**config.mk**
```make
export PLATFORM = sky130hd
export DESIGN_NAME = weight_comp_collector
export DESIGN_NICKNAME = d
export VERILOG_FILES = /design/src/rtl/weight_comp_collector.sv
export SDC_FILE = /design/constraint.sdc
export NUM_CORES = 1
export LEC_CHECK = 0
export BUFFER_PORTS_ARGS = -buffer_cell sky130_fd_sc_hd__buf_2
export CORE_MARGIN = 8
export CORE_UTILIZATION = 55
export CTS_CLUSTER_DIAMETER = 150
export DETAILED_ROUTE_END_ITERATION = 8
export GPL_ROUTABILITY_DRIVEN = 1
export PLACE_DENSITY = 0.72
export SLEW_MARGIN = 0
export SYNTH_ARGS = -nofsm -noshare
export SYNTH_HDL_FRONTEND = slang
export SYNTH_SLANG_ARGS = --single-unit
```
**constraint.sdc**
```tcl
create_clock -name clk -period 21.6 [get_ports clk]
set_input_delay 4.32 -clock clk [delete_from_list [all_inputs] [get_ports clk]]
set_output_delay 4.32 -clock clk [all_outputs]
set_load 0.05 [all_outputs]
```
**src/rtl/weight_comp_collector.sv**
```systemverilog
// weight_comp_collector: gathers reduced weights plus per-column compensation entries,
// then streams one column beat at a time over a valid/ready handshake.
module weight_comp_collector #(
    parameter int SIZE = 8
) (
    input  logic        clk,
    input  logic        rst,
    input  logic        wt_valid,
    input  logic [5:0]  wt_addr,
    input  logic [4:0]  reduced_wt,
    input  logic        comp_valid,
    input  logic [2:0]  comp_row,
    input  logic [2:0]  comp_wt,
    input  logic        load_done,
    input  logic        start,
    input  logic        out_ready,
    output logic        out_valid,
    output logic [2:0]  out_col,
    output logic [39:0] out_wts,
    output logic [20:0] out_comp,
    output logic        ready_flag,
    output logic        overflow
);
    typedef enum logic [1:0] {LOAD, READY, STREAM} state_t;
    state_t     r_state;
    logic [2:0] r_col;
    logic [4:0] r_store [SIZE*SIZE];
    logic [6:0] r_slot [SIZE][3];
    logic [1:0] r_cnt [SIZE];
    logic       r_ovf;
    logic [2:0] w_wcol;
    logic       w_stream;
    assign w_wcol   = wt_addr[5:3];
    assign w_stream = (r_state == STREAM);
    always_ff @(posedge clk or posedge rst) begin
        if (rst) begin
            r_state <= LOAD;
            r_col   <= '0;
            r_ovf   <= 1'b0;
            for (int a = 0; a < SIZE*SIZE; a++) r_store[a] <= '0;
            for (int c = 0; c < SIZE; c++) begin
                r_cnt[c] <= '0;
                for (int s = 0; s < 3; s++) r_slot[c][s] <= '0;
            end
        end else begin
            case (r_state)
                LOAD: begin
                    if (wt_valid) begin
                        r_store[wt_addr] <= reduced_wt;
                        if (comp_valid) begin
                            if (r_cnt[w_wcol] != 2'd3) begin
                                r_slot[w_wcol][r_cnt[w_wcol]] <= {1'b1, comp_row, comp_wt};
                                r_cnt[w_wcol] <= r_cnt[w_wcol] + 2'd1;
                            end else begin
                                r_ovf <= 1'b1;
                            end
                        end
                    end
                    if (load_done) r_state <= READY;
                end
                READY: begin
                    if (start) begin
                        r_state <= STREAM;
                        r_col   <= '0;
                    end
                end
                STREAM: begin
                    if (out_ready) begin
                        if (r_col == 3'd7) begin
                            // Store survives; only the compensation table is emptied for the next load.
                            r_state <= LOAD;
                            r_col   <= '0;
                            for (int c = 0; c < SIZE; c++) begin
                                r_cnt[c] <= '0;
                                for (int s = 0; s < 3; s++) r_slot[c][s] <= '0;
                            end
                        end else begin
                            r_col <= r_col + 3'd1;
                        end
                    end
                end
                default: r_state <= LOAD;
            endcase
        end
    end
    assign out_valid  = w_stream;
    assign out_col    = w_stream ? r_col : 3'd0;
    assign ready_flag = (r_state == READY);
    assign overflow   = r_ovf;
    for (genvar r = 0; r < SIZE; r++) begin : g_row
        assign out_wts[5*r +: 5] = w_stream ? r_store[{r_col, 3'(r)}] : 5'd0;
    end
    for (genvar s = 0; s < 3; s++) begin : g_slot
        assign out_comp[7*s +: 7] = (w_stream && (2'(s) < r_cnt[r_col])) ? r_slot[r_col][s] : 7'd0;
    end
endmodule

```
==> impl_metrics.csv, run 1 <==
group,metric,value,unit
worst_setup_path,cp-startpoint,"r_col[1]",
logic_synthesis,syn_nets,1720,
floorplanning,ioPinCount,91,
worst_setup_path,critical_path_arrival,4.05,ns
placed_design,post-place-cells,2216,
drt,routedWlPerCell,25.68,um
sta,fin_crit,8.369,ns
logic_synthesis,synthArstFlopShare,1.000,
floorplanning,dieArea,49950,um^2
worst_setup_path,path_class,"flip-flop to output pin",
floorplanning,core.rowCount,76,
cts,cts_tree,"yes",
final_layout,drive_gt1_frac,0.3621,
drt,drtIter0Drc,1278,
cts,cts_setup_buffers,0,
final_layout,final_cell_mix,"507 x dfrtp_1, 316 x mux2_2, 154 x a22o_1, 108 x mux4_2, 99 x nor2_1",
sta,drv_slew,0,
sta,max_slew_margin,0.1976,
final_layout,layout_commonest_cell,"dfrtp_1",
power_and_ir_drop,p_seq_frac,0.418,
floorplanning,core_area,42790,um^2
worst_hold_path,hold_start,"r_slot[139]",
worst_setup_path,crit_path_end_kind,"output pin",
drt,drt-vias-per-instance,6.467,
drt,wirelength,59.50,mm
logic_synthesis,synth_edf_count,0,
drt,drc,0,
sta,setup_viol,0,
global_route,grt-ovfl-total,0,
cts,cts_root_buf,"clkbuf_16",
final_layout,finalNonFillerCells,2317,
sta,finalHoldViolCount,0,
final_layout,post-route-util,0.6177,
logic_synthesis,synthFlopType,"dfrtp_1",
power_and_ir_drop,p_int,0.002139,W
final_layout,layout.nets,1755,
sta,tightest_slew,1.201,ns
sta,fin_worst_skew,0.02288,ns
placed_design,port_buffers,90,
sta,tns,0,ns
power_and_ir_drop,p_leak,12.70,nW
worst_setup_path,critPathLaunchType,"flip-flop",
cts,clk_pin_slew,0.06,ns
cts,cts.sinks,510,
logic_synthesis,syn_inst,1690,
cts,cts_resized,0,
sta,period_share,0.3874,
drt,dr.pass1.iters,5,
drt,ant_nets,0,
power_and_ir_drop,comb_power_share,0.258,
logic_synthesis,ys_seq_elements,510,
global_route,grt_pass1_vias,15780,
floorplanning,start_util,0.5534,
power_and_ir_drop,clkPwrFrac,0.325,
cts,cts-htree-levels,2,
cts,cts_buffers,53,
worst_hold_path,min_path_type,"flip-flop to flip-flop",
worst_setup_path,r2r_start,"r_col[2]",
drt,vias,14980,
placed_design,gp_congestion,0.9026,
final_layout,multi_input_area,10420,um^2
sta,finalWorstSetupSlack,13.23,ns
sta,hold_ws,0.4714,ns
logic_synthesis,syn_area,23680,um^2
placed_design,pre_cts_ws,13.56,ns
floorplanning,die_h,223.5,um
global_route,grt.total_usage,0.2402,
logic_synthesis,seq_area_frac_synth,0.5389,
cts,cts_hold_buffers,0,
run,max_cap_viol_count,0,
sta,rsz0062_at_grt,"no",
logic_synthesis,synth_area_per_cell,14.01,um^2
logic_synthesis,netlist-cell-type-count,50,
global_route,grt_max_degree,138,
worst_setup_path,worst-path-max-fanout,57,
final_layout,register_area,12770,um^2
power_and_ir_drop,p_sw_frac,0.3125,
cts,insertion_delay,0.62,ns
final_layout,area_delta_synth_final,11.61,%
cts,cts_buffer_depth,3,
sta,max_clock_freq,119.5,MHz
floorplanning,die_w,223.5,um
logic_synthesis,yosysWarnings,0,
global_route,antenna_found_initial,3,
power_and_ir_drop,peakVddDrop,0.00009675,V
global_route,grt_pass1_wl,94.14,mm
final_layout,n_fill_cell,3235,
worst_setup_path,cp.required,17.28,ns
power_and_ir_drop,pwr_density_cell,117.7,nW/um^2
placed_design,hpwlAfterDp,37.87,mm
status,status,"completed",
power_and_ir_drop,p_switching,0.0009726,W
power by group through the flow:
stage | Sequential (W) | Clock, W | Combinational [W]
6_report | 0.00130 | 0.00101 | 0.000801
5_1_grt | 0.00132 | 0.00107 | 0.000858
4_1_cts | 0.00130 | 0.00103 | 0.000804
3_5_place_dp | 0.00131 | 0 | 0.000803
3_3_place_gp | 0.00130 | 0 | 0.000786
2_1_floorplan | 0.00124 | 0 | 0.000660
kinds of logic after synthesis:
kind of cell / share of synthesized area
adder cells (fa/ha/maj): 0.003170
AND/OR/NAND/NOR: 0.05379
flip-flops: 0.5389
multiplexers: 0.2927
buffers and inverters: 0.02124
AO/OA/AOI/OAI: 0.09024
cell type report:
type                       instances  area share
clock buffer                      79     0.06107
antenna                            1  0.00009467
tap                              546     0.02585
inverter                           4   0.0008521
sequential                       510      0.4833
multi-input combinational       1055      0.3944
timing repair buffer             101     0.02064
clock inverter                    21     0.01387
state kept, by name, summed over array words and instances, names as in the netlist:
name	flops
r_state	2
r_col	3
overflow	1
r_store	320
r_cnt	16
r_slot	168
cell usage after synthesis (all sizes together), types with 7 or more instances:
cell     number  area, um^2
nor2        106       440.4
o21ai         9       45.04
a22oi        19       142.6
nand2        91       341.6
mux2        323        3637
a22o        154        1349
a21oi        13       65.06
nand2b       12       75.07
nand3        13       65.06
buf          48       214.0
mux2i        86       860.8
dfrtp       510       12760
and2          8       50.05
a21o         49       367.9
mux4        108        2432
o2bb2ai       7       61.31
clkbuf       73       274.0
worst max-delay path, stage by stage, from the launching register on:
cell     delay (ns)
dfrtp_4        0.92
buf_4          0.83
mux2i_1        0.24
a22oi_1        0.30
nand4_1        0.35
a21oi_1        0.38
buf_2          0.34
layer usage:
layer | wire (um) | share of wire | global-route usage | up-vias
met5 | 12 | 0.00020 | 0 | -
met4 | 1885 | 0.032 | 0.08390 | 2
met3 | 3697 | 0.062 | 0.04452 | 124
met2 | 28240 | 0.47 | 0.3791 | 527
met1 | 25670 | 0.43 | 0.3339 | 7930
li1 | - | - | - | 6400
worst paths after layout:
path,cells past startpoint,end,slack (ns)
worst min register to register,1,r_slot[139],0.47
worst max register to register,6,r_slot[53],17.74
max in group asynchronous,4,r_store[180],15.36
min in group asynchronous,2,r_slot[32],3.94
worst min-delay path,1,r_slot[139],0.47
worst max-delay path,6,out_comp[16],13.23
stage by stage:
step | total power, W | area, um^2
floorplan | 0.001899 | 23680
global placement | 0.002087 | 24450
detailed placement | 0.002113 | 24450
CTS | 0.003127 | 26430
global route | 0.003247 | 26430
finish | 0.003112 | 26430
(Power assumes the default switching activity.)
==> run 2, diff against run 1 <==
==> constraint.sdc (replaced) <==
create_clock -name clk -period 7.73 [get_ports clk]
set_input_delay 1.546 -clock clk [delete_from_list [all_inputs] [get_ports clk]]
set_output_delay 1.546 -clock clk [all_outputs]
set_load 0.05 [all_outputs]
==> impl_metrics.csv, run 2 (same netlist as run 1, synthesis figures left out) <==
group,metric,value,unit
power_and_ir_drop,p_sw_frac,0.3210,
placed_design,hpwlAfterDp,37.36,mm
drt,drt-vias-per-instance,6.464,
floorplanning,core_area,42790,um^2
worst_setup_path,cp.required,6.18,ns
final_layout,largest_reg_flops,320,
floorplanning,die_h,223.5,um
sta,drv_slew,0,
global_route,grt_pass1_vias,15690,
placed_design,port_buffers,90,
final_layout,layout.nets,1757,
sta,fin_crit,5.283,ns
cts,cts_root_buf,"clkbuf_16",
final_layout,area_delta_synth_final,10.70,%
power_and_ir_drop,clkPwrFrac,0.300,
drt,wirelength,59.61,mm
global_route,grt.total_usage,0.2402,
floorplanning,start_util,0.5534,
final_layout,final_cell_mix,"507 x dfrtp_1, 316 x mux2_2, 154 x a22o_1, 108 x mux4_2, 99 x nor2_1",
final_layout,finalInstanceArea,26220,um^2
final_layout,top_regs,"r_store (320), r_slot (168), r_cnt (16)",
worst_hold_path,min_path_type,"flip-flop to flip-flop",
final_layout,layout_commonest_cell,"dfrtp_1",
sta,setup_viol,0,
cts,cts_tree,"yes",
floorplanning,ioPinCount,91,
worst_setup_path,worst-path-max-fanout,42,
sta,rsz0062_at_grt,"no",
worst_setup_path,critPathLaunchType,"flip-flop",
final_layout,finalNonFillerCells,2317,
worst_setup_path,critical_path_arrival,3.74,ns
cts,clk_pin_slew,0.06,ns
cts,cts_buffer_depth,3,
cts,cts.sinks,510,
run,max_cap_viol_count,0,
power_and_ir_drop,p_switching,0.002690,W
cts,cts_buffers,52,
placed_design,placedInstanceArea,24500,um^2
cts,insertion_delay,0.61,ns
floorplanning,die_w,223.5,um
global_route,antenna_found_initial,2,
power_and_ir_drop,p_int,0.005690,W
worst_setup_path,crit_path_cell_trace,"buf_4 > mux4_2 > mux2i_1 > nor2_1 > buf_2",
sta,max_clock_freq,189.3,MHz
worst_setup_path,crit_path_end_kind,"output pin",
drt,vias,14980,
global_route,grt_pass1_wl,94.03,mm
worst_setup_path,path_class,"flip-flop to output pin",
cts,cts-htree-levels,2,
drt,dr.pass1.iters,5,
placed_design,gp_congestion,0.8738,
sta,fin_worst_skew,0.01865,ns
sta,max_slew_margin,0.1972,
floorplanning,core.rowCount,76,
sta,tightest_slew,1.202,ns
power_and_ir_drop,comb_power_share,0.264,
final_layout,drive_gt1_frac,0.3620,
status,status,"completed",
sta,finalHoldViolCount,0,
worst_setup_path,critPathSlowestCell,"dfrtp_4",
power_and_ir_drop,pwr_density_cell,319.6,nW/um^2
power_and_ir_drop,finalPower,0.008379,W
placed_design,post-place-cells,2219,
power_and_ir_drop,p_seq_frac,0.436,
cts,cts_setup_buffers,0,
drt,drc,0,
sta,finalWorstSetupSlack,2.447,ns
sta,period_share,0.6834,
worst_setup_path,slowest_delay,1.01,ns
floorplanning,dieArea,49950,um^2
cts,cts_hold_buffers,0,
power_and_ir_drop,peakVddDrop,0.0002209,V
placed_design,pre_cts_ws,2.433,ns
global_route,grt-ovfl-total,0,
drt,routedWlPerCell,25.73,um
cts,cts_resized,0,
global_route,grt_max_degree,187,
drt,drtIter0Drc,1090,
drt,ant_nets,0,
final_layout,regMostFlops,"r_store",
power_and_ir_drop,p_leak,12.60,nW
[run 2: per-stage QoR]
step	TNS (ns)	util	hold slack, ns
2_1_floorplan	-377.58	-	0.4444
3_3_place_gp	0	0.5726	0.4546
3_5_place_dp	0	0.5726	0.4634
4_1_cts	0	0.6125	0.4796
5_1_grt	0	0.6125	0.4909
6_report	0	0.6126	0.4785
[run 2: power groups by stage]
stage                     logic [W]  registers, W  clock network (W)
after global routing        0.00237       0.00371            0.00266
after detailed placement    0.00221       0.00368                  0
after CTS                   0.00222       0.00364            0.00255
after global placement      0.00217       0.00365                  0
final                       0.00222       0.00365            0.00251
after floorplan             0.00184       0.00346                  0
[run 2: path summary, 6_finish.rpt]
path / from / endpoint / slack [ns] / depth (start not counted)
max in group asynchronous: rst / r_store[289] / 4.88 / 4
min reg2reg: r_slot[34] / r_slot[34] / 0.48 / 1
min in group asynchronous: rst / r_slot[28] / 1.03 / 2
max reg2reg: r_col[0] / r_slot[71] / 3.54 / 7
min: r_slot[34] / r_slot[34] / 0.48 / 1
max: r_col[0] / out_wts[1] / 2.45 / 5
[run 2: worst max-delay path: cells and delay by family, from the launching register on]
| family | cells | cell delay [ns] |
|---|---|---|
| multiplexers | 2 | 0.90 |
| buffers and inverters | 2 | 1.06 |
| AND/OR/NAND/NOR | 1 | 0.14 |
| flip-flops | 1 | 1.01 |
[run 2: routing by layer]
layer	part of all wire	up-vias	global-route usage	wire, um
met5	0	-	0	0
met4	0.025	0	0.07562	1482
met3	0.065	108	0.05620	3902
met2	0.48	496	0.3823	28430
met1	0.43	7966	0.3265	25800
li1	-	6407	-	-
[run 2: area by class of cell]
class | count | area (um^2)
Multi-Input combinational cell | 1055 | 10430
Clock buffer | 71 | 1494
Timing Repair Buffer | 104 | 593.1
Tap cell | 546 | 683.2
Clock inverter | 24 | 211.5
Fill cell | 3245 | 16580
Antenna cell | 3 | 7.507
Sequential cell | 510 | 12770
Inverter | 4 | 18.77
